--- src/rtl/uart_fifo_core_if.sv ---
// Host-side bundle of the UART core: configuration, TX/RX FIFO handshakes,
// sticky error flags and the serial pins.
interface uart_fifo_core_if #(
  parameter int DATA_BITS = 8,
  parameter int DIV_WIDTH = 16
);
  logic [DIV_WIDTH-1:0] baud_div;
  logic                 parity_en;
  logic                 parity_odd;
  logic [DATA_BITS-1:0] tx_data;
  logic                 tx_write;
  logic                 tx_full;
  logic                 tx_busy;
  logic [DATA_BITS-1:0] rx_data;
  logic                 rx_valid;
  logic                 rx_read;
  logic                 rx_overrun;
  logic                 rx_frame_err;
  logic                 rx_parity_err;
  logic                 err_clear;
  logic                 uart_rx;
  logic                 uart_tx;

  modport master (
    output baud_div, parity_en, parity_odd, tx_data, tx_write, rx_read, err_clear, uart_rx,
    input  tx_full, tx_busy, rx_data, rx_valid, rx_overrun, rx_frame_err, rx_parity_err, uart_tx
  );

  modport slave (
    input  baud_div, parity_en, parity_odd, tx_data, tx_write, rx_read, err_clear, uart_rx,
    output tx_full, tx_busy, rx_data, rx_valid, rx_overrun, rx_frame_err, rx_parity_err, uart_tx
  );
endinterface

--- src/rtl/uart_fifo_core.sv ---
// UART transmitter and receiver, each behind a FIFO_DEPTH-entry FIFO, with
// optional parity, a runtime baud divisor and sticky receive error flags.
module uart_fifo_core #(
  parameter int DATA_BITS  = 8,
  parameter int FIFO_DEPTH = 8,
  parameter int DIV_WIDTH  = 16
) (
  input  logic              clk,
  input  logic              rst,
  uart_fifo_core_if.slave   bus
);
  localparam int PTR_W = $clog2(FIFO_DEPTH);
  localparam int CNT_W = PTR_W + 1;
  localparam int IDX_W = $clog2(DATA_BITS);
  localparam logic [IDX_W-1:0] LAST_IDX = IDX_W'(DATA_BITS - 1);
  localparam logic [CNT_W-1:0] FULL_CNT = CNT_W'(FIFO_DEPTH);

  typedef enum logic [2:0] {S_IDLE, S_START, S_DATA, S_PARITY, S_STOP} state_t;

  logic [DIV_WIDTH-1:0] w_div;
  assign w_div = (bus.baud_div < DIV_WIDTH'(4)) ? DIV_WIDTH'(4) : bus.baud_div;

  // ---------------------------------------------------------------- TX FIFO
  logic [DATA_BITS-1:0] r_tx_mem [FIFO_DEPTH];
  logic [PTR_W-1:0]     r_tx_wr, r_tx_rd;
  logic [CNT_W-1:0]     r_tx_cnt;
  logic                 w_tx_full, w_tx_empty, w_tx_push, w_tx_pop;
  logic [DATA_BITS-1:0] w_tx_head;

  assign w_tx_full  = (r_tx_cnt == FULL_CNT);
  assign w_tx_empty = (r_tx_cnt == '0);
  assign w_tx_push  = bus.tx_write & ~w_tx_full;
  assign w_tx_head  = r_tx_mem[r_tx_rd];

  always_ff @(posedge clk) begin
    if (w_tx_push) r_tx_mem[r_tx_wr] <= bus.tx_data;
  end

  always_ff @(posedge clk or posedge rst) begin
    if (rst) begin
      r_tx_wr  <= '0;
      r_tx_rd  <= '0;
      r_tx_cnt <= '0;
    end else begin
      if (w_tx_push) r_tx_wr <= r_tx_wr + PTR_W'(1);
      if (w_tx_pop)  r_tx_rd <= r_tx_rd + PTR_W'(1);
      case ({w_tx_push, w_tx_pop})
        2'b10:   r_tx_cnt <= r_tx_cnt + CNT_W'(1);
        2'b01:   r_tx_cnt <= r_tx_cnt - CNT_W'(1);
        default: r_tx_cnt <= r_tx_cnt;
      endcase
    end
  end

  // ---------------------------------------------------------------- TX FSM
  state_t               r_tx_state, w_tx_next;
  logic [DIV_WIDTH-1:0] r_tx_div, r_tx_baud;
  logic [IDX_W-1:0]     r_tx_idx;
  logic [DATA_BITS-1:0] r_tx_shift;
  logic                 r_tx_par_en, r_tx_par_bit;
  logic                 w_tx_bit_end, w_tx_line;

  assign w_tx_bit_end = (r_tx_baud == r_tx_div - DIV_WIDTH'(1));

  always_ff @(posedge clk or posedge rst) begin
    if (rst) r_tx_state <= S_IDLE;
    else     r_tx_state <= w_tx_next;
  end

  always_comb begin
    w_tx_next = r_tx_state;
    w_tx_pop  = 1'b0;
    case (r_tx_state)
      S_IDLE: if (!w_tx_empty) begin
        w_tx_pop  = 1'b1;
        w_tx_next = S_START;
      end
      S_START:  if (w_tx_bit_end) w_tx_next = S_DATA;
      S_DATA:   if (w_tx_bit_end && r_tx_idx == LAST_IDX)
                  w_tx_next = r_tx_par_en ? S_PARITY : S_STOP;
      S_PARITY: if (w_tx_bit_end) w_tx_next = S_STOP;
      S_STOP: if (w_tx_bit_end) begin
        // Back-to-back frames: the next start bit follows the stop bit directly.
        if (!w_tx_empty) begin
          w_tx_pop  = 1'b1;
          w_tx_next = S_START;
        end else begin
          w_tx_next = S_IDLE;
        end
      end
      default: w_tx_next = S_IDLE;
    endcase
  end

  always_ff @(posedge clk or posedge rst) begin
    if (rst) begin
      r_tx_div    <= DIV_WIDTH'(4);
      r_tx_baud   <= '0;
      r_tx_idx    <= '0;
      r_tx_par_en <= 1'b0;
    end else if (w_tx_pop) begin
      r_tx_div    <= w_div;
      r_tx_baud   <= '0;
      r_tx_idx    <= '0;
      r_tx_par_en <= bus.parity_en;
    end else if (r_tx_state != S_IDLE) begin
      if (w_tx_bit_end) begin
        r_tx_baud <= '0;
        if (r_tx_state == S_DATA) r_tx_idx <= r_tx_idx + IDX_W'(1);
      end else begin
        r_tx_baud <= r_tx_baud + DIV_WIDTH'(1);
      end
    end
  end

  always_ff @(posedge clk) begin
    if (w_tx_pop) begin
      r_tx_shift   <= w_tx_head;
      r_tx_par_bit <= (^w_tx_head) ^ bus.parity_odd;
    end else if (r_tx_state == S_DATA && w_tx_bit_end) begin
      r_tx_shift   <= r_tx_shift >> 1;
    end
  end

  always_comb begin
    w_tx_line = 1'b1;
    case (r_tx_state)
      S_START:  w_tx_line = 1'b0;
      S_DATA:   w_tx_line = r_tx_shift[0];
      S_PARITY: w_tx_line = r_tx_par_bit;
      default:  w_tx_line = 1'b1;
    endcase
  end

  assign bus.uart_tx = w_tx_line;
  assign bus.tx_full = w_tx_full;
  assign bus.tx_busy = (r_tx_state != S_IDLE) | ~w_tx_empty;

  // ---------------------------------------------------------------- RX sync + FSM
  logic                 r_rx_s1, r_rx_s2, w_rx;
  state_t               r_rx_state, w_rx_next;
  logic [DIV_WIDTH-1:0] r_rx_div, r_rx_baud, w_rx_half;
  logic [IDX_W-1:0]     r_rx_idx;
  logic [DATA_BITS-1:0] r_rx_shift;
  logic                 r_rx_par_en, r_rx_par_odd, r_rx_par_bit;
  logic                 w_rx_mid, w_rx_bit_end, w_rx_stop_smp;

  always_ff @(posedge clk or posedge rst) begin
    if (rst) begin
      r_rx_s1 <= 1'b1;
      r_rx_s2 <= 1'b1;
    end else begin
      r_rx_s1 <= bus.uart_rx;
      r_rx_s2 <= r_rx_s1;
    end
  end
  assign w_rx = r_rx_s2;

  assign w_rx_half    = r_rx_div >> 1;
  assign w_rx_mid     = (r_rx_baud == w_rx_half - DIV_WIDTH'(1));
  assign w_rx_bit_end = (r_rx_baud == r_rx_div - DIV_WIDTH'(1));

  always_ff @(posedge clk or posedge rst) begin
    if (rst) r_rx_state <= S_IDLE;
    else     r_rx_state <= w_rx_next;
  end

  always_comb begin
    w_rx_next     = r_rx_state;
    w_rx_stop_smp = 1'b0;
    case (r_rx_state)
      S_IDLE:   if (!w_rx) w_rx_next = S_START;
      S_START:  if (w_rx_mid) w_rx_next = w_rx ? S_IDLE : S_DATA;
      S_DATA:   if (w_rx_bit_end && r_rx_idx == LAST_IDX)
                  w_rx_next = r_rx_par_en ? S_PARITY : S_STOP;
      S_PARITY: if (w_rx_bit_end) w_rx_next = S_STOP;
      S_STOP: if (w_rx_bit_end) begin
        w_rx_stop_smp = 1'b1;
        w_rx_next     = S_IDLE;
      end
      default: w_rx_next = S_IDLE;
    endcase
  end

  // Counter restarts at the start mid-point so later samples land mid-bit.
  always_ff @(posedge clk or posedge rst) begin
    if (rst) begin
      r_rx_div     <= DIV_WIDTH'(4);
      r_rx_baud    <= '0;
      r_rx_idx     <= '0;
      r_rx_par_en  <= 1'b0;
      r_rx_par_odd <= 1'b0;
    end else begin
      case (r_rx_state)
        S_IDLE: begin
          r_rx_div     <= w_div;
          r_rx_baud    <= '0;
          r_rx_idx     <= '0;
          r_rx_par_en  <= bus.parity_en;
          r_rx_par_odd <= bus.parity_odd;
        end
        S_START: r_rx_baud <= w_rx_mid ? '0 : r_rx_baud + DIV_WIDTH'(1);
        default: begin
          if (w_rx_bit_end) begin
            r_rx_baud <= '0;
            if (r_rx_state == S_DATA) r_rx_idx <= r_rx_idx + IDX_W'(1);
          end else begin
            r_rx_baud <= r_rx_baud + DIV_WIDTH'(1);
          end
        end
      endcase
    end
  end

  always_ff @(posedge clk) begin
    if (w_rx_bit_end && r_rx_state == S_DATA)   r_rx_shift   <= {w_rx, r_rx_shift[DATA_BITS-1:1]};
    if (w_rx_bit_end && r_rx_state == S_PARITY) r_rx_par_bit <= w_rx;
  end

  // ---------------------------------------------------------------- RX FIFO + flags
  logic [DATA_BITS-1:0] r_rx_mem [FIFO_DEPTH];
  logic [PTR_W-1:0]     r_rx_wr, r_rx_rd;
  logic [CNT_W-1:0]     r_rx_cnt;
  logic                 w_rx_full, w_rx_empty, w_rx_push, w_rx_wr, w_rx_pop;
  logic                 w_rx_ovr, w_rx_ferr, w_rx_perr;
  logic                 r_rx_overrun, r_rx_frame_err, r_rx_parity_err;

  assign w_rx_full  = (r_rx_cnt == FULL_CNT);
  assign w_rx_empty = (r_rx_cnt == '0);
  assign w_rx_pop   = bus.rx_read & ~w_rx_empty;
  assign w_rx_push  = w_rx_stop_smp & w_rx;
  assign w_rx_wr    = w_rx_push & (~w_rx_full | w_rx_pop);
  assign w_rx_ovr   = w_rx_push & w_rx_full & ~w_rx_pop;
  assign w_rx_ferr  = w_rx_stop_smp & ~w_rx;
  assign w_rx_perr  = w_rx_push & r_rx_par_en &
                      (r_rx_par_bit != ((^r_rx_shift) ^ r_rx_par_odd));

  always_ff @(posedge clk) begin
    if (w_rx_wr) r_rx_mem[r_rx_wr] <= r_rx_shift;
  end

  always_ff @(posedge clk or posedge rst) begin
    if (rst) begin
      r_rx_wr         <= '0;
      r_rx_rd         <= '0;
      r_rx_cnt        <= '0;
      r_rx_overrun    <= 1'b0;
      r_rx_frame_err  <= 1'b0;
      r_rx_parity_err <= 1'b0;
    end else begin
      if (w_rx_wr)  r_rx_wr <= r_rx_wr + PTR_W'(1);
      if (w_rx_pop) r_rx_rd <= r_rx_rd + PTR_W'(1);
      case ({w_rx_wr, w_rx_pop})
        2'b10:   r_rx_cnt <= r_rx_cnt + CNT_W'(1);
        2'b01:   r_rx_cnt <= r_rx_cnt - CNT_W'(1);
        default: r_rx_cnt <= r_rx_cnt;
      endcase
      // A flag event in the same cycle as err_clear keeps the flag set.
      if (w_rx_ovr)            r_rx_overrun    <= 1'b1;
      else if (bus.err_clear)  r_rx_overrun    <= 1'b0;
      if (w_rx_ferr)           r_rx_frame_err  <= 1'b1;
      else if (bus.err_clear)  r_rx_frame_err  <= 1'b0;
      if (w_rx_perr)           r_rx_parity_err <= 1'b1;
      else if (bus.err_clear)  r_rx_parity_err <= 1'b0;
    end
  end

  assign bus.rx_valid      = ~w_rx_empty;
  assign bus.rx_data       = w_rx_empty ? '0 : r_rx_mem[r_rx_rd];
  assign bus.rx_overrun    = r_rx_overrun;
  assign bus.rx_frame_err  = r_rx_frame_err;
  assign bus.rx_parity_err = r_rx_parity_err;
endmodule
--- src/flat_wrapper.sv ---
// flat-port wrapper written by rule: the top's interface ports become plain ports
module uart_fifo_core_flat 
#(
  parameter int DATA_BITS  = 8,
  parameter int FIFO_DEPTH = 8,
  parameter int DIV_WIDTH  = 16
)
  (clk, rst, bus_baud_div, bus_parity_en, bus_parity_odd, bus_tx_data, bus_tx_write, bus_rx_read, bus_err_clear, bus_uart_rx, bus_tx_full, bus_tx_busy, bus_rx_data, bus_rx_valid, bus_rx_overrun, bus_rx_frame_err, bus_rx_parity_err, bus_uart_tx);
  uart_fifo_core_if #(.DATA_BITS(DATA_BITS), .DIV_WIDTH(DIV_WIDTH)) bus_i ();
  input  logic clk;
  input  logic rst;
  input wire logic [$bits(bus_i.baud_div)-1:0] bus_baud_div;
  input wire logic [$bits(bus_i.parity_en)-1:0] bus_parity_en;
  input wire logic [$bits(bus_i.parity_odd)-1:0] bus_parity_odd;
  input wire logic [$bits(bus_i.tx_data)-1:0] bus_tx_data;
  input wire logic [$bits(bus_i.tx_write)-1:0] bus_tx_write;
  input wire logic [$bits(bus_i.rx_read)-1:0] bus_rx_read;
  input wire logic [$bits(bus_i.err_clear)-1:0] bus_err_clear;
  input wire logic [$bits(bus_i.uart_rx)-1:0] bus_uart_rx;
  output wire logic [$bits(bus_i.tx_full)-1:0] bus_tx_full;
  output wire logic [$bits(bus_i.tx_busy)-1:0] bus_tx_busy;
  output wire logic [$bits(bus_i.rx_data)-1:0] bus_rx_data;
  output wire logic [$bits(bus_i.rx_valid)-1:0] bus_rx_valid;
  output wire logic [$bits(bus_i.rx_overrun)-1:0] bus_rx_overrun;
  output wire logic [$bits(bus_i.rx_frame_err)-1:0] bus_rx_frame_err;
  output wire logic [$bits(bus_i.rx_parity_err)-1:0] bus_rx_parity_err;
  output wire logic [$bits(bus_i.uart_tx)-1:0] bus_uart_tx;
  assign bus_i.baud_div = bus_baud_div;
  assign bus_i.parity_en = bus_parity_en;
  assign bus_i.parity_odd = bus_parity_odd;
  assign bus_i.tx_data = bus_tx_data;
  assign bus_i.tx_write = bus_tx_write;
  assign bus_i.rx_read = bus_rx_read;
  assign bus_i.err_clear = bus_err_clear;
  assign bus_i.uart_rx = bus_uart_rx;
  assign bus_tx_full = bus_i.tx_full;
  assign bus_tx_busy = bus_i.tx_busy;
  assign bus_rx_data = bus_i.rx_data;
  assign bus_rx_valid = bus_i.rx_valid;
  assign bus_rx_overrun = bus_i.rx_overrun;
  assign bus_rx_frame_err = bus_i.rx_frame_err;
  assign bus_rx_parity_err = bus_i.rx_parity_err;
  assign bus_uart_tx = bus_i.uart_tx;
  uart_fifo_core #(.DATA_BITS(DATA_BITS), .FIFO_DEPTH(FIFO_DEPTH), .DIV_WIDTH(DIV_WIDTH)) u_core (.clk(clk), .rst(rst), .bus(bus_i));
endmodule
--- config.mk ---
export PLATFORM = sky130hd
export DESIGN_NAME = uart_fifo_core_flat
export DESIGN_NICKNAME = d
export VERILOG_FILES = /design/src/rtl/uart_fifo_core_if.sv /design/src/rtl/uart_fifo_core.sv /design/src/flat_wrapper.sv
export SDC_FILE = /design/constraint.sdc
export NUM_CORES = 1
export LEC_CHECK = 0
export ABC_AREA = 1
export CORE_UTILIZATION = 62
export CTS_CLUSTER_DIAMETER = 150
export DETAILED_ROUTE_END_ITERATION = 16
export PLACE_DENSITY = 0.8
export SYNTH_ARGS = -nofsm -noshare
export SYNTH_HDL_FRONTEND = slang
export SYNTH_SLANG_ARGS = --single-unit
--- constraint.sdc ---
create_clock -name clk -period 3.6 [get_ports clk]
set_input_delay 0.36 -clock clk [delete_from_list [all_inputs] [get_ports clk]]
set_output_delay 0.36 -clock clk [all_outputs]
set_load 0.01 [all_outputs]
==> flow_summary.toml <==
[global_route]
grt-busiest-layer = "met2"
met1_usage_pct = 36.4
use_met2_pct = 43.8
grtUsageMet3_pct = 3.76
grt-ovfl-total = 0
grtUsageTotal_pct = 26.6
grt_pass1_vias = 9255
antenna_found_initial = 0
grt_max_degree = 65
grt_pass1_wl_um = 45600

[synth]
synth-edff-count = 146
syn_inst = 1396
async_reset_ff_share_pct = 41.6
synth_area_per_cell_um2 = 9.13
synth_warnings = 0
synth_nets = 1447
ys_seq_area_share_pct = 54.8
synth-main-ff-cell = "edfxtp_1"
synth_cell_type_count = 47
synth-seq-cells = 250
netlist_area_mm2 = 0.0127

[final_layout]
drive_above_1_share_pct = 7.84
diodes = 0
layout.cells.non_filler = 1749
fillers = 1545
area_growth_pct = 12.8
fin_nets = 1509
post-route-util_pct = 71.3

[setup_path]
critical_path_arrival_ns = 3.46
critical_path_class = "flip-flop to flip-flop"
cp_num_cells = 15
critPathLaunchType = "flip-flop"
critical_path.endpoint_type = "flip-flop"
ff2ff_path_depth = 15
cp_top_family = "simple AND/OR/NAND/NOR gates"
required_ns = 3.78
worstReg2RegStart = "u_core.r_rx_div[2]"
cp_max_fo = 8
r2r_setup_slack_ns = 0.32
path_cells = "inv_1, ha_1, nand2_2, nor2_1, nand2_1, o21ai_0, nand2_1, inv_1, nor2_1, nand3_2, nor2_4, buf_4, nand4_4, or2_4, nor3_2"
worstReg2RegEnd = "u_core.r_rx_mem[4][7]"
critPathSlowestCell = "dfstp_2"
timing.critical_path.buf_inv = 3
critical_path.max_stage_delay_ns = 0.57

[routing]
dr.pass1.iters = 5
initialDrtViolationCount = 771
routed_wl_um = 27500
antenna_left = 0
detail_route.drc_violations = 0
detail_route.wl_per_cell_um = 15.7
via_per_inst = 5.52
vias = 9651

[placement]
dp_hpwl_um = 19200
pre_cts_ws_ns = 0.250
place_congestion = 0.906
io_buffers = 46
numPlacedInstances = 1698

[clock_tree]
clk_latency_ns = 0.55
cts_made_buffers = 27
clock-sinks = 250
clk_pin_slew_ns = 0.06
ctsLongestPathBuffers = 3
cts_tree = "yes"
htree_levels = 1
root_buffer = "clkbuf_16"
holdBufCountCts = 0

[sta]
slew_violations = 0
tightest_slew_ns = 0.960
fin_ws_ns = 0.317
min_period_over_period_pct = 91.2
setup_violations = 0
clock_skew_ns = 0.0163
slew_headroom_pct = 35.8
setup_tns_ns = 0
period_minus_slack_ns = 3.28
final_hold_viol_count = 0
max_freq_mhz = 305
rsz0062_at_grt = "false"

[floorplan]
die_h_um = 145
coreArea_mm2 = 0.0202
initial_core_util_pct = 63.2
design.die.area_mm2 = 0.0211
rows = 52
die_w_um = 145
ios = 47

[pwr]
leakage_nw = 6.01
vdd_ir_drop_max_uv = 747
finalPower_mw = 11.6
power_density_mw_per_mm2 = 805

[hold_path]
holdCritPathClass = "input pin to async pin"

[outcome]
status = "finished, final reports clean"

[run]
maxCapViolCount = 0
[through the flow]
| step | instance area [um2] | hold WS [ns] |
|---|---|---|
| after detailed placement | 13600 | 0.349 |
| after global placement | 13600 | 0.347 |
| after CTS | 14400 | 0.216 |
| after global routing | 14400 | 0.237 |
| final | 14400 | 0.219 |
| after floorplan | 12700 | 0.345 |
[Yosys cell counts, types with 7 or more instances]
library cell | instances | area, um2
nand4_1 | 17 | 106
dfrtp_1 | 100 | 2500
xnor2_1 | 28 | 245
nor3_1 | 22 | 110
nor2_2 | 9 | 56.3
nand3_1 | 66 | 330
nor2_1 | 205 | 769
a31oi_1 | 10 | 62.6
inv_2 | 9 | 33.8
edfxtp_1 | 146 | 4380
nor2_4 | 7 | 78.8
a21oi_1 | 23 | 115
o21ai_0 | 136 | 681
ha_1 | 18 | 225
nand2_1 | 292 | 1100
xor2_1 | 75 | 657
or2_2 | 7 | 43.8
inv_1 | 128 | 480
o22ai_1 | 9 | 56.3
clkbuf_1 | 24 | 90.1
[worst max path at each step]
| stage | startpoint | endpoint | slack [ns] |
|---|---|---|---|
| after global placement | u_core.r_rx_div[2] | u_core.r_rx_cnt[3] | 0.37 |
| after global routing | u_core.r_rx_div[2] | u_core.r_rx_cnt[3] | 0.005 |
| after detailed placement | u_core.r_rx_div[2] | u_core.r_rx_cnt[3] | 0.25 |
| after floorplan | rst | u_core.bus.rx_frame_err | 0.51 |
| final | u_core.r_rx_div[2] | u_core.r_rx_mem[4][7] | 0.32 |
| after CTS | u_core.r_rx_div[2] | u_core.r_rx_cnt[3] | 0.23 |
[cells in the final DEF (no fill, tap or decap), types with 9 or more instances in the layout]
| cell | Yosys | routed |
|---|---|---|
| clkbuf_16 | 0 | 27 |
| buf_4 | 2 | 22 |
| nand4_1 | 17 | 17 |
| xnor2_1 | 28 | 28 |
| a31oi_1 | 10 | 10 |
| ha_1 | 18 | 18 |
| o22ai_1 | 9 | 9 |
| nand2_1 | 292 | 292 |
| dfrtp_1 | 100 | 100 |
| nor2_4 | 7 | 9 |
| nor3_1 | 22 | 22 |
| nor2_1 | 205 | 205 |
| nand3_1 | 66 | 66 |
| edfxtp_1 | 146 | 146 |
| o21ai_0 | 136 | 136 |
| clkdlybuf4s50_1 | 0 | 46 |
| a21oi_1 | 23 | 23 |
| xor2_1 | 75 | 75 |
| inv_1 | 128 | 127 |
| clkbuf_1 | 24 | 9 |
| inv_2 | 9 | 9 |
| clkinv_1 | 2 | 9 |
[cells by family (layout without fill, tap and decap cells)]
kind of cell    count (synthesis)  count (layout)  share of synthesized area [%]
xor+xnor                      103             103                           7.08
buf+inv                       175             258                           5.44
fa+ha+maj                      19              19                           1.92
flops                         250             250                           54.8
compound gates                196             196                           8.24
simple gates                  653             653                           22.5
[cell type report]
cell class                 instances  area (um2)  area share [%]
multi-input combinational        971        5080            35.3
timing repair buffer              69         646            4.49
clock inverter                    13        76.3           0.531
clock buffer                      37         723            5.03
inverter                         139         524            3.65
sequential                       250        6990            48.6
tap                              270         338            2.35
[timing repair]
item                                    in CTS  in global routing
endpoints found under the setup margin       0                  2
gates resized for setup                      0                  3
hold endpoints to repair                     0                  0
setup buffers                                0                  1
[layer usage]
layer,wire (um),up-vias
li1,-,4741
met1,12000,4563
met2,13100,280
met3,1590,67
met4,822,0
met5,0,-
[state kept, by name (all words and copies together), names as in the netlist, 4 cells and up]
register	flops
u_core.r_rx_baud	16
u_core.r_rx_cnt	4
u_core.r_rx_div	16
u_core.r_rx_mem	64
u_core.r_rx_shift	8
u_core.r_tx_baud	16
u_core.r_tx_cnt	4
u_core.r_tx_div	16
u_core.r_tx_mem	64
u_core.r_tx_shift	8
[report_power, final]
| group | switching [mW] | total, mW | internal (mW) |
|---|---|---|---|
| clock network | 1.10 | 2.51 | 1.41 |
| registers | 0.539 | 4.18 | 3.64 |
| logic | 3.07 | 4.89 | 1.82 |
| total | 4.71 | 11.6 | 6.86 |
(Power assumes the default switching activity.)
